===== config.mk =====
export PLATFORM = sky130hd
export DESIGN_NAME = uart_tx_arbiter
export DESIGN_NICKNAME = d
export VERILOG_FILES = /design/src/rtl/uart_pkg.sv /design/src/rtl/rr_pick.sv /design/src/rtl/uart_tx_arbiter.sv
export SDC_FILE = /design/constraint.sdc
export NUM_CORES = 1
export LEC_CHECK = 0
export ABC_AREA = 1
export CORE_MARGIN = 5
export CORE_UTILIZATION = 27
export DETAILED_ROUTE_END_ITERATION = 8
export PLACE_DENSITY = 0.61
export SLEW_MARGIN = 20
export SYNTH_ARGS = -nofsm -noshare
export SYNTH_HDL_FRONTEND = slang
export SYNTH_SLANG_ARGS = --single-unit

===== constraint.sdc =====
create_clock -name clk -period 2.79 [get_ports clk]
set_clock_uncertainty 0.15 [all_clocks]
set_input_delay 0.558 -clock clk [delete_from_list [all_inputs] [get_ports clk]]
set_output_delay 0.558 -clock clk [all_outputs]
set_load 0.01 [all_outputs]

===== src/rtl/uart_pkg.sv =====
// Shared UART definitions: default frame width and the IDLE/LOAD/WAIT state encoding
// used by the TX arbiter and the TX/RX FSMs.
package uart_pkg;

  localparam int UART_DBIT = 8;

  typedef enum logic [1:0] {
    S_IDLE = 2'd0,
    S_LOAD = 2'd1,
    S_WAIT = 2'd2
  } state_t;

endpackage


===== src/rtl/rr_pick.sv =====
// Combinational round-robin picker: first set req bit at or after ptr, wrapping.
// Rotate so ptr sits at bit 0, priority-encode the lowest set bit, then unrotate.
module rr_pick #(
  parameter int NUM_REQ = 4,
  parameter int PW      = $clog2(NUM_REQ)
) (
  input  logic [NUM_REQ-1:0] req,
  input  logic [PW-1:0]      ptr,
  output logic               valid,
  output logic [PW-1:0]      idx
);

  logic [NUM_REQ-1:0] rotated;
  logic [PW-1:0]      offset;
  logic [PW:0]        sum;

  // NOTE: every signal written here gets a default first so no path leaves it unassigned (no latch).
  always_comb begin
    rotated = NUM_REQ'({req, req} >> ptr);
    offset  = '0;
    for (int k = NUM_REQ - 1; k >= 0; k--) begin
      if (rotated[k]) offset = PW'(k);
    end
    valid = |req;
    sum   = {1'b0, ptr} + {1'b0, offset};
    if (sum >= (PW + 1)'(NUM_REQ)) idx = PW'(sum - (PW + 1)'(NUM_REQ));
    else                           idx = sum[PW-1:0];
  end

endmodule


===== src/rtl/uart_tx_arbiter.sv =====
// Round-robin arbiter sharing one UART TX core among NUM_REQ byte producers.
// Define UART_TX_ARB_TIMEOUT_EN to build the baud_tick watchdog that aborts a hung frame.
module uart_tx_arbiter
  import uart_pkg::*;
#(
  parameter int NUM_REQ       = 4,
  parameter int DBIT          = UART_DBIT,
  parameter int TIMEOUT_TICKS = 256,
  parameter int TW            = 9
) (
  input  logic                    clk,
  input  logic                    reset,
  input  logic                    baud_tick,
  input  logic [NUM_REQ-1:0]      req,
  input  logic [NUM_REQ*DBIT-1:0] req_data,
  output logic [NUM_REQ-1:0]      gnt,
  output logic                    tx_start,
  output logic [DBIT-1:0]         tx_din,
  input  logic                    tx_done_tick,
  output logic                    busy,
  output logic                    timeout_err
);

  localparam int PW = $clog2(NUM_REQ);

  state_t        state;
  logic [PW-1:0] ptr;
  logic [PW-1:0] sel;
  logic [PW-1:0] next_ptr;
  logic          pick_valid;
  logic [PW-1:0] pick_idx;

  rr_pick #(.NUM_REQ(NUM_REQ), .PW(PW)) u_rr_pick (
    .req   (req),
    .ptr   (ptr),
    .valid (pick_valid),
    .idx   (pick_idx)
  );

  // The requester after the one just served gets first look next time.
  assign next_ptr = (sel == PW'(NUM_REQ - 1)) ? '0 : sel + PW'(1);

`ifdef UART_TX_ARB_TIMEOUT_EN
  logic [TW-1:0] wd;
`else
  logic unused_cfg;
  assign unused_cfg  = baud_tick ^ (TIMEOUT_TICKS > TW);
  assign timeout_err = 1'b0;
`endif

  // NOTE: sequential state uses non-blocking assignments so every register samples pre-edge values.
  always_ff @(posedge clk or negedge reset) begin
    if (!reset) begin
      state    <= S_IDLE;
      ptr      <= '0;
      sel      <= '0;
      gnt      <= '0;
      tx_start <= 1'b0;
      tx_din   <= '0;
      busy     <= 1'b0;
`ifdef UART_TX_ARB_TIMEOUT_EN
      wd          <= '0;
      timeout_err <= 1'b0;
`endif
    end else begin
      gnt      <= '0;
      tx_start <= 1'b0;
`ifdef UART_TX_ARB_TIMEOUT_EN
      timeout_err <= 1'b0;
`endif
      case (state)
        S_IDLE: begin
          if (pick_valid) begin
            sel      <= pick_idx;
            tx_din   <= req_data[int'(pick_idx)*DBIT +: DBIT];
            gnt      <= NUM_REQ'(1) << pick_idx;
            tx_start <= 1'b1;
            busy     <= 1'b1;
            state    <= S_LOAD;
          end
        end
        S_LOAD: begin
`ifdef UART_TX_ARB_TIMEOUT_EN
          wd <= '0;
`endif
          state <= S_WAIT;
        end
        S_WAIT: begin
          // A done in the same cycle as the final tick completes the frame normally.
          if (tx_done_tick) begin
            ptr   <= next_ptr;
            busy  <= 1'b0;
            state <= S_IDLE;
          end
`ifdef UART_TX_ARB_TIMEOUT_EN
          else if (baud_tick) begin
            if (wd == TW'(TIMEOUT_TICKS - 1)) begin
              timeout_err <= 1'b1;
              ptr         <= next_ptr;
              busy        <= 1'b0;
              state       <= S_IDLE;
            end else begin
              wd <= wd + TW'(1);
            end
          end
`endif
        end
        default: begin
          busy  <= 1'b0;
          state <= S_IDLE;
        end
      endcase
    end
  end

endmodule


Word level (Yosys, flattened, before mapping)
Cells that the tools add are included.
{"block": "totals", "reg_bits": 20, "in_bits": 40, "output_inout_bits": 15, "word_cells": 42}
{"block": "op_classes", "add_sub_neg": 3, "n_lt_le_gt_ge": 1, "n_eq_ne": 5, "shifts": 3, "muxes": 16, "bitwise_logic": 1, "n_reduce_logical": 6}
{"op": "$shiftx A32 B6 Y8", "n": 1}
{"op": "$mux W2", "n": 8}
{"op": "$mux W4", "n": 2}
{"op": "$shr A8 B2 Y4", "n": 1}
{"op": "$pmux W2 S3", "n": 1}
{"op": "$reduce_and A2 Y1", "n": 3}
{"op": "$eq A2 B2 Y1 const B", "n": 2}
{"op": "$mux W1", "n": 4}
{"op": "$ne A2 B2 Y1 const B", "n": 2}
{"op": "$reduce_or A4 Y1", "n": 1}
{"op": "$shl A1 B2 Y4 const A", "n": 1}
{"op": "$add A2 B2 Y3", "n": 1}
{"op": "$ge A3 B3 Y1 const B", "n": 1}
{"op": "$pmux W1 S3", "n": 1}
{"op": "$reduce_and A3 Y1", "n": 1}
{"op": "$add A2 B1 Y2 const B", "n": 1}
{"op": "$eq A2 B1 Y1 const B", "n": 1}
{"op": "$logic_not A2 Y1", "n": 1}
{"op": "$sub A2 B1 Y2 const B", "n": 1}
{"op": "$not A1 Y1", "n": 1}

Logic depth before layout (Yosys ltp)
{"block": "depth", "depth_word": 11, "ltp_mapped": 14, "ltp_nobuf": 13}

Modules after synthesis
Synthesis repeated with hierarchy kept, for this count alone.
{"block": "unflattened", "cells_unflattened": 204, "area_unflattened_um2": 1338.8}
{"mod": "uart_tx_arbiter", "instances": 1, "cells_each": 169, "area_each_um2": 1171.1, "seq_area_each_um2": 500.5}
{"mod": "rr_pick", "instances": 1, "cells_each": 35, "area_each_um2": 167.7, "seq_area_each_um2": 0.0}

Least setup slack after synthesis
OpenSTA, ideal clock, no wires.
{"block": "synth_timing", "path_type": "input to register", "start": "input req[1]", "end": "register tx_din[1]", "setup_ns": 0.122, "arrival_time_ns": 1.941, "required_ns": 2.518, "path_slack_ns": 0.576, "cell_stages": 13, "path_buffers": 2, "path_cell_list": "nand2_1 -> nand3_1 -> nand2_1 -> nand3_1 -> a21boi_0 -> ha_1 -> buf_2 -> clkinv_1 -> buf_2 -> nand2_1 -> nand2_1 -> nand3_2 -> nand3_2"}
{"block": "synth_via", "elab_chain_len": 9, "elab_cells_between_ends": 12, "classes_between": "add/sub: 2; order compare: 1; shift: 2; mux: 5; reduce/logical: 2"}
{"element": "start, declared", "line": "uart_tx_arbiter.sv:14", "text": "input logic [NUM_REQ-1:0] req,"}
{"element": "$shr A8 B2 Y4 *", "line": "rr_pick.sv:19", "text": "rotated = NUM_REQ'({req, req} >> ptr);"}
{"element": "$mux W2 (3 in series)", "line": "rr_pick.sv:22", "text": "if (rotated[k]) offset = PW'(k);"}
{"element": "$mux W2 *", "line": "rr_pick.sv:22"}
{"element": "$add A2 B2 Y3 *", "line": "rr_pick.sv:25", "text": "sum = {1'b0, ptr} + {1'b0, offset};"}
{"element": "$ge A3 B3 Y1 or $sub A2 B1 Y2 (tied branches)", "line": "rr_pick.sv:26", "text": "if (sum >= (PW + 1)'(NUM_REQ)) idx = PW'(sum - (PW + 1)'(NUM_REQ));"}
{"element": "$mux W2 *", "line": "rr_pick.sv:26"}
{"element": "via pick_idx[0]", "line": "uart_tx_arbiter.sv:31", "text": "logic [PW-1:0] pick_idx;"}
{"element": "$shiftx A32 B6 Y8 *", "line": "uart_tx_arbiter.sv:75", "text": "tx_din <= req_data[int'(pick_idx)*DBIT +: DBIT];"}
{"element": "end signal, assigned", "line": "uart_tx_arbiter.sv:75"}
{"element": "end, declared", "line": "uart_tx_arbiter.sv:18", "text": "output logic [DBIT-1:0] tx_din,"}
Mark *: on every way through the listed nets, which the timed path passes. The rest lies on a longest branch.
A chain may end at the register's enable or synchronous reset.

Worst setup path after layout
{"block": "layout_timing", "start": "input req[1]", "end": "register sel[1]"}
{"block": "layout_via", "elab_chain_len": 8, "elab_cells_between_ends": 11, "classes_between": "add/sub: 2; order compare: 1; shift: 1; mux: 5; reduce/logical: 2"}
{"element": "$shr A8 B2 Y4", "line": "rr_pick.sv:19"}
{"element": "$mux W2 (4 in series)", "line": "rr_pick.sv:22"}
{"element": "$add A2 B2 Y3", "line": "rr_pick.sv:25"}
{"element": "$ge A3 B3 Y1 or $sub A2 B1 Y2 (tied branches)", "line": "rr_pick.sv:26"}
{"element": "$mux W2", "line": "rr_pick.sv:26"}
{"element": "end signal, assigned", "line": "uart_tx_arbiter.sv:74", "text": "sel <= pick_idx;"}
{"element": "end, declared", "line": "uart_tx_arbiter.sv:28", "text": "logic [PW-1:0] sel;"}
Several ways; a longest one is shown, not always the timed one.

==> impl_metrics.env <==
export IMPL_start_util=0.280
export IMPL_final_fill_count=477
export IMPL_dieArea_mm2=0.00639
export IMPL_ys_ff_latch=20
export IMPL_whs_path_depth=2
export IMPL_finalHoldViolations=0
export IMPL_worst_path_most_repeated_cell="nand2_1"
export IMPL_core_area_mm2=0.00472
export IMPL_fin_setup_tns_ns=0
export IMPL_area_delta_synth_final_pct=50.8
export IMPL_grt_usage=0.110
export IMPL_worstHoldEndpoint="tx_din[6]"
export IMPL_finalCriticalPeriod_ns=2.52
export IMPL_postSynth_asyncResetShare=1.00
export IMPL_layout_common_cells="76 x nand2_1, 52 x clkdlybuf4s50_1, 20 x dfrtp_1"
export IMPL_nets=270
export IMPL_port_buffers=52
export IMPL_final_cells=294
export IMPL_yosysSeqAreaShare=0.379
export IMPL_rsz0062_at_grt="no"
export IMPL_synth_area_mm2=0.00132
export IMPL_cpMaxStageDelayCell="clkdlybuf4s50_1"
export IMPL_path_cells="clkdlybuf4s50_1, nand2_1, nand3_1, nand2_1, nand3_1, a21boi_0, ha_1, xnor2_1, inv_1, nand2_4, nand2_4, nand2_1, nand2_1"
export IMPL_cts_sinks=20
export IMPL_finalWirelength_um=3220
export IMPL_routed_via_density=4.24
export IMPL_drc=0
export IMPL_clkTransAtPathRegs_ns=0.07
export IMPL_drv_slew=0
export IMPL_fp_dieH_um=80.0
export IMPL_crit_start="req[1]"
export IMPL_grt_pass1_vias=1198
export IMPL_die_w_um=80.0
export IMPL_status="complete, no violations"
export IMPL_synth_cell_types=27
export IMPL_fmax_mhz=397
export IMPL_drtIter0Drc=35
export IMPL_finalCritPeriodShare=0.904
export IMPL_dp_cells=290
export IMPL_power_density_mw_per_mm2=1260
export IMPL_postCtsSetupBuffers=0
export IMPL_synthesis_nets=215
export IMPL_min_from="tx_din[6]"
export IMPL_power_uw=2500
export IMPL_worstSetupPathType="in -> reg"
export IMPL_synth_top_area_cell="dfrtp_1"
export IMPL_antenna_cells=0
export IMPL_root_buffer="clkbuf_8"
export IMPL_ff2ff_setup_slack_ns=0.53
export IMPL_post_cts_resized=0
export IMPL_cp_num_buf_inv=2
export IMPL_grt_overflow=0
export IMPL_grt_max_degree=21
export IMPL_hp_class="reg -> reg"
export IMPL_yosysWarnings=0
export IMPL_synth_edf_count=0
export IMPL_crit_path_end_kind="flop"
export IMPL_rr_worst_depth=13
export IMPL_required_ns=2.79
export IMPL_numCtsBuffers=3
export IMPL_row_count=25
export IMPL_timing_hold_ws_ns=0.348
export IMPL_setup_viol=0
export IMPL_maxCapViolCount=0
export IMPL_clk_path_buf_depth=2
export IMPL_synth_ff_type="dfrtp_1"
export IMPL_cp_arrival_ns=2.53
export IMPL_cts_htree_levels=1
export IMPL_layout_commonest_cell="nand2_1"
export IMPL_r2r_start="ptr[0]"
export IMPL_yosys_top_cells_area="dfrtp_1 38%, nand2_1 22%, nand3_2 12%"
export IMPL_synth_top_area_share=0.379
export IMPL_io_pins=55
export IMPL_gp_congestion=0.704
export IMPL_power_leakage_uw=0.000948
export IMPL_cp_max_fo=11
export IMPL_drt_pass1_iterations=4
export IMPL_r2r_end="sel[1]"
export IMPL_synthCells=173
export IMPL_insertion_delay_ns=0.26
export IMPL_holdBufCountCts=0
export IMPL_antenna_found_initial=0
export IMPL_avgSynthCellArea_um2=7.64
export IMPL_dp_hpwl_um=2470
export IMPL_cp_top_family="simple AND/OR/NAND/NOR gates"
export IMPL_slowest_delay_ns=0.52
export IMPL_routedWlPerCell_um=11.0
export IMPL_fin_util=0.422
export IMPL_via_count=1247
export IMPL_ir_worst_vdd_uv=484
export IMPL_cp_start_kind="primary input"
export IMPL_grt_pass1_wl_um=5520
export IMPL_cts_tree="yes"
export IMPL_drive_above_1_share=0.154
export IMPL_postRouteAntennaNets=0
## metrics by stage
step           setup slack [ns]  instance area [µm²]
6_report                  0.268                 1990
5_1_grt                  0.0517                 1990
4_1_cts                   0.264                 1990
3_5_place_dp           0.000686                 1940
3_3_place_gp             0.0294                 1940
2_1_floorplan             0.576                 1320
## power by group
part	switching, µW	leakage (µW)	internal [µW]	total [µW]
sequential	82.6	0.000251	425	507
combinational	1030	0.000668	745	1770
clock	98.0	0.0000288	126	224
total	1210	0.000948	1300	2500
## worst max path at each step
stage                end  slack (ns)  depth (start not counted)
6_report          sel[1]        0.27                         13
5_1_grt        tx_din[6]        0.05                         13
4_1_cts           sel[1]        0.26                         13
3_5_place_dp      sel[1]      0.0007                         13
3_3_place_gp      sel[1]        0.03                         13
2_1_floorplan  tx_din[1]        0.58                         13
## state kept, by name (all words and copies together), names as in the netlist
signal    count
busy          1
gnt           4
ptr           2
sel           2
state         2
tx_din        8
tx_start      1
## routing by layer
layer | wire length (µm) | GRT usage | vias up
li1 | - | - | 664
met1 | 1460 | 0.141 | 532
met2 | 1390 | 0.174 | 48
met3 | 352 | 0.0372 | 3
met4 | 19 | 0.0304 | 0
met5 | 0 | 0 | -
## worst register-to-register path: cells and delay by family (launching register included)
kind	cells	cell delay (ns)
AND/OR/NAND/NOR	8	0.74
AO/OA/AOI/OAI	1	0.19
buffers and inverters	2	0.22
XOR/XNOR	1	0.19
adder cells (fa/ha/maj)	1	0.19
flip-flops	1	0.46
## Yosys cell counts (2+ instances only)
cell     number
dfrtp_1      20
nand3_2      16
o21ai_0       3
nor2_1        9
inv_2         2
nand4_1       8
nand2_4       2
buf_4         2
nand2_1      76
ha_1          2
nand3_1       9
nand2_2       2
inv_1         5
buf_2         4
## cell families after synthesis
logic type / share of synthesized area
AO/OA/AOI/OAI: 0.0265
adder cells (fa/ha/maj): 0.0189
other: 0.00284
buffers and inverters: 0.0710
XOR/XNOR: 0.00663
AND/OR/NAND/NOR: 0.495
flip-flops: 0.379
## cell type report
type	instances	area [µm²]	share of cell area
Tap cell	67	83.8	0.0421
Clock buffer	4	55.1	0.0276
Multi-Input combinational cell	136	727	0.365
Sequential cell	20	500	0.251
Inverter	9	35.0	0.0176
Timing Repair Buffer	58	591	0.296
Power figures use the tool's default switching activity.
==> edit 1: new RTL, same flow settings <==
Make the reset (`reset`) synchronous in one clocked block.
--- a/src/rtl/uart_tx_arbiter.sv
+++ b/src/rtl/uart_tx_arbiter.sv
@@ -49,7 +49,7 @@
 `endif
 
   // NOTE: sequential state uses non-blocking assignments so every register samples pre-edge values.
-  always_ff @(posedge clk or negedge reset) begin
+  always_ff @(posedge clk) begin
     if (!reset) begin
       state    <= S_IDLE;
       ptr      <= '0;
Formal check against the unedited RTL: differs if reset is asserted again (counterexample within 4 cycles, from zero or initial values and one cycle with reset low); with reset held inactive, the same outputs for 10 cycles.
==> edit 1 against the unedited design <==
Critical endpoint is now tx_din[2]$_SDFFE_PN0P_. Fmax grew 1.1%. Setup slack gained 0.027 ns. Synthesized area shrank 15%. Sequential share of layout area shrank 2.9 points. Critical path type unchanged. Largest cell class unchanged. Cell area shrank 9.7%. Global-route usage grew 0.50 points. Core utilization grew 2.5 points. Wire length shrank 8.3%. Sequential cell count is the same. Non-clock buffer count is the same.
Power is not compared: it rests on default switching activity, and its combinational part moved more than twofold at a synthesized area within 25%.
==> edit 1: results <==
export IMPL_gp_congestion=0.720
export IMPL_num_vias=1220
export IMPL_ys_top_cells_by_count="nand2_1, nand3_1, dfxtp_1"
export IMPL_io_buffers=52
export IMPL_synth_warnings=0
export IMPL_status="complete, no violations"
export IMPL_wl_met3_um=312
export IMPL_min_path_type="flip-flop to flip-flop"
export IMPL_synth_cell_types=23
export IMPL_max_stage_delay_ns=0.46
export IMPL_min_delay_start="tx_din[6]$_SDFFE_PN0P_"
export IMPL_p_sw_w=0.000312
export IMPL_synth_async_sr_flop_share=0
export IMPL_top_layer="met4"
export IMPL_grt_usage=0.115
export IMPL_postSynthAreaPerCell_um2=6.66
export IMPL_grt_max_degree=19
export IMPL_crit_start="req[0]"
export IMPL_power_frac_clock=0.281
export IMPL_drive_above_1_share=0.102
export IMPL_wl_per_cell_um=10.7
export IMPL_critPathSlowestCell="clkdlybuf4s50_1"
export IMPL_fin_nets=269
export IMPL_clk_power_w=0.000289
export IMPL_use_met2=0.191
export IMPL_grt_pass1_vias=1143
export IMPL_synth_seq_area_share=0.356
export IMPL_drt_first_iter_violations=56
export IMPL_synthAdderAreaFrac=0.0222
export IMPL_wl_met1_mm=1.35
export IMPL_vdd_drop_max_v=0.000186
export IMPL_power_share_sequential=0.344
export IMPL_reg_top3="tx_din (8), gnt (4)"
export IMPL_r2r_start="ptr[0]$_SDFFE_PN0P_"
export IMPL_grt_pass1_wl_mm=4.97
export IMPL_synthMuxAreaShare=0.0356
export IMPL_dp_slack_ns=0.0494
export IMPL_placement_cell_area_mm2=0.00173
export IMPL_arrival_ns=2.49
export IMPL_first_pass_iters=4
export IMPL_hpwl_mm=2.30
export IMPL_numCtsBuffers=3
export IMPL_worstPathMaxFanout=10
export IMPL_grtUsageMet1=0.136
export IMPL_wl_met2_mm=1.27
export IMPL_met3_usage=0.0473
export IMPL_nFillCells=435
export IMPL_synth_ff_type="dfxtp_1"
export IMPL_yosys_top_cells_area="dfxtp_1, nand2_1, nand3_1, nor2_1, mux2i_1"
export IMPL_via_per_inst=4.42
export IMPL_syn_num_nets=211
export IMPL_synth_compound_area_frac=0.0412
export IMPL_synth_xor_area_frac=0.0145
==> edit 1: cell types whose count changed in the layout (fill, tap and decap cells not counted), sizes merged, moves of 4 or more <==
cell / change
nand2: -8
dfrtp: -20
nor2: +4
mux2i: +4
dfxtp: +20
==> edit 1: worst paths after layout <==
path	slack [ns]	endpoint
max	0.30	tx_din[2]$_SDFFE_PN0P_
max reg2reg	0.55	tx_din[2]$_SDFFE_PN0P_
min reg2reg	0.31	tx_din[6]$_SDFFE_PN0P_
min	0.31	tx_din[6]$_SDFFE_PN0P_
==> edit 1: cell type report <==
class / count / area, µm² / area share
multi-input combinational: 135 / 666 / 0.370
timing repair buffer: 58 / 566 / 0.314
sequential: 20 / 400 / 0.223
tap: 50 / 62.6 / 0.0348
clock buffer: 3 / 41.3 / 0.0229
inverter: 9 / 33.8 / 0.0188
clock inverter: 1 / 30.0 / 0.0167
==> edit 2: new RTL, same flow settings <==
Without the edit above. Add a define of `UART_TX_ARB_TIMEOUT_EN`.
--- a/src/rtl/uart_tx_arbiter.sv
+++ b/src/rtl/uart_tx_arbiter.sv
@@ -1,5 +1,7 @@
 // Round-robin arbiter sharing one UART TX core among NUM_REQ byte producers.
 // Define UART_TX_ARB_TIMEOUT_EN to build the baud_tick watchdog that aborts a hung frame.
+`define UART_TX_ARB_TIMEOUT_EN
+
 module uart_tx_arbiter
   import uart_pkg::*;
 #(
Behaviour: same outputs for any inputs over 10 cycles, from zero or initial values and one cycle with reset low; that may be too few to reach the edited logic, so the function may still have changed.
==> edit 2 against the unedited design <==
Sequential cell count grew 10. Cell count grew 28%. Total power grew 26%. Wire length grew 40%. Setup slack lost 0.014 ns. Synthesized area grew 41%. Sequential share of layout area grew 3.1 points. Cell area grew 34%.
==> edit 2: results <==
export IMPL_status="complete, no violations"
export IMPL_power_density_mw_per_mm2=1180
export IMPL_synth_seq_area_share=0.403
export IMPL_grt_pass1_vias=1727
export IMPL_drt_first_iter_violations=94
export IMPL_io_buffers=54
export IMPL_post_cts_resized=0
export IMPL_synth_cell_types=33
export IMPL_rr_worst_depth=14
export IMPL_hpwl_mm=3.48
export IMPL_nFillCells=684
export IMPL_first_pass_iters=6
export IMPL_syn_num_nets=278
export IMPL_arrival_ns=2.61
export IMPL_grt_pass1_wl_mm=7.69
export IMPL_synthCells=234
export IMPL_min_delay_start="tx_din[7]$_DFFE_PN0P_"
export IMPL_max_stage_delay_ns=0.45
export IMPL_buf_share=0.227
export IMPL_vdd_drop_max_v=0.000572
export IMPL_wl_met3_um=398
export IMPL_clk_latency_ns=0.28
export IMPL_nClkBuffers=6
export IMPL_grt_max_degree=31
export IMPL_routed_wl_mm=4.51
export IMPL_final_cells=376
export IMPL_grt_usage=0.110
export IMPL_clock_area_frac=0.0535
export IMPL_ys_top_cells_by_count="nand2_1, dfrtp_1, inv_1, nand3_1, nand3_2"
export IMPL_htreeDepth=2
export IMPL_wl_met1_mm=1.89
export IMPL_wl_met2_mm=2.17
export IMPL_reg2reg_slack_ns=0.48
export IMPL_finalCritPeriodShare=0.909
export IMPL_drive_above_1_share=0.182
export IMPL_via_per_inst=4.56
export IMPL_synth_area_mm2=0.00186
export IMPL_reg_top3="wd (9), tx_din (8), gnt (4)"
export IMPL_power_leakage_nw=1.25
export IMPL_grtUsageMet1=0.126
export IMPL_worstPathMaxFanout=11
export IMPL_fin_nets=339
export IMPL_yosys_top_cells_area="dfrtp_1, nand2_1, nand3_2, nand3_1, inv_1"
export IMPL_met3_usage=0.0418
export IMPL_dp_slack_ns=-0.0460
export IMPL_dpl_cell_count=368
export IMPL_min_to="tx_din[7]$_DFFE_PN0P_"
export IMPL_use_met2=0.190
export IMPL_seq_area_um2=751
export IMPL_buffers_excl_clock=61
export IMPL_multi_input_comb_cells=174
## edit 2: cell types whose count changed after synthesis, sizes merged, moves of 5 or more
cell	delta
inv	+15
nand3	+5
nor2	+6
dfrtp	+10
a21oi	+5
nand2	+7
## edit 2: cells by family (layout without fill, tap and decap cells)
family | count (synthesis) | in the layout | synth area share
multiplexers | 2 | 2 | 0.0107
adder cells (fa/ha/maj) | 4 | 4 | 0.0269
XOR/XNOR | 2 | 2 | 0.0134
flip-flops | 30 | 30 | 0.403
AND/OR/NAND/NOR | 149 | 149 | 0.421
AO/OA/AOI/OAI | 17 | 17 | 0.0517
buffers and inverters | 30 | 92 | 0.0732
## edit 2: report_power, final
group | leakage, nW | switching, W | internal [W] | total (W)
logic | 0.793 | 0.00111 | 0.000788 | 0.00190
registers | 0.389 | 0.000104 | 0.000588 | 0.000692
clock network | 0.0714 | 0.000172 | 0.000381 | 0.000553
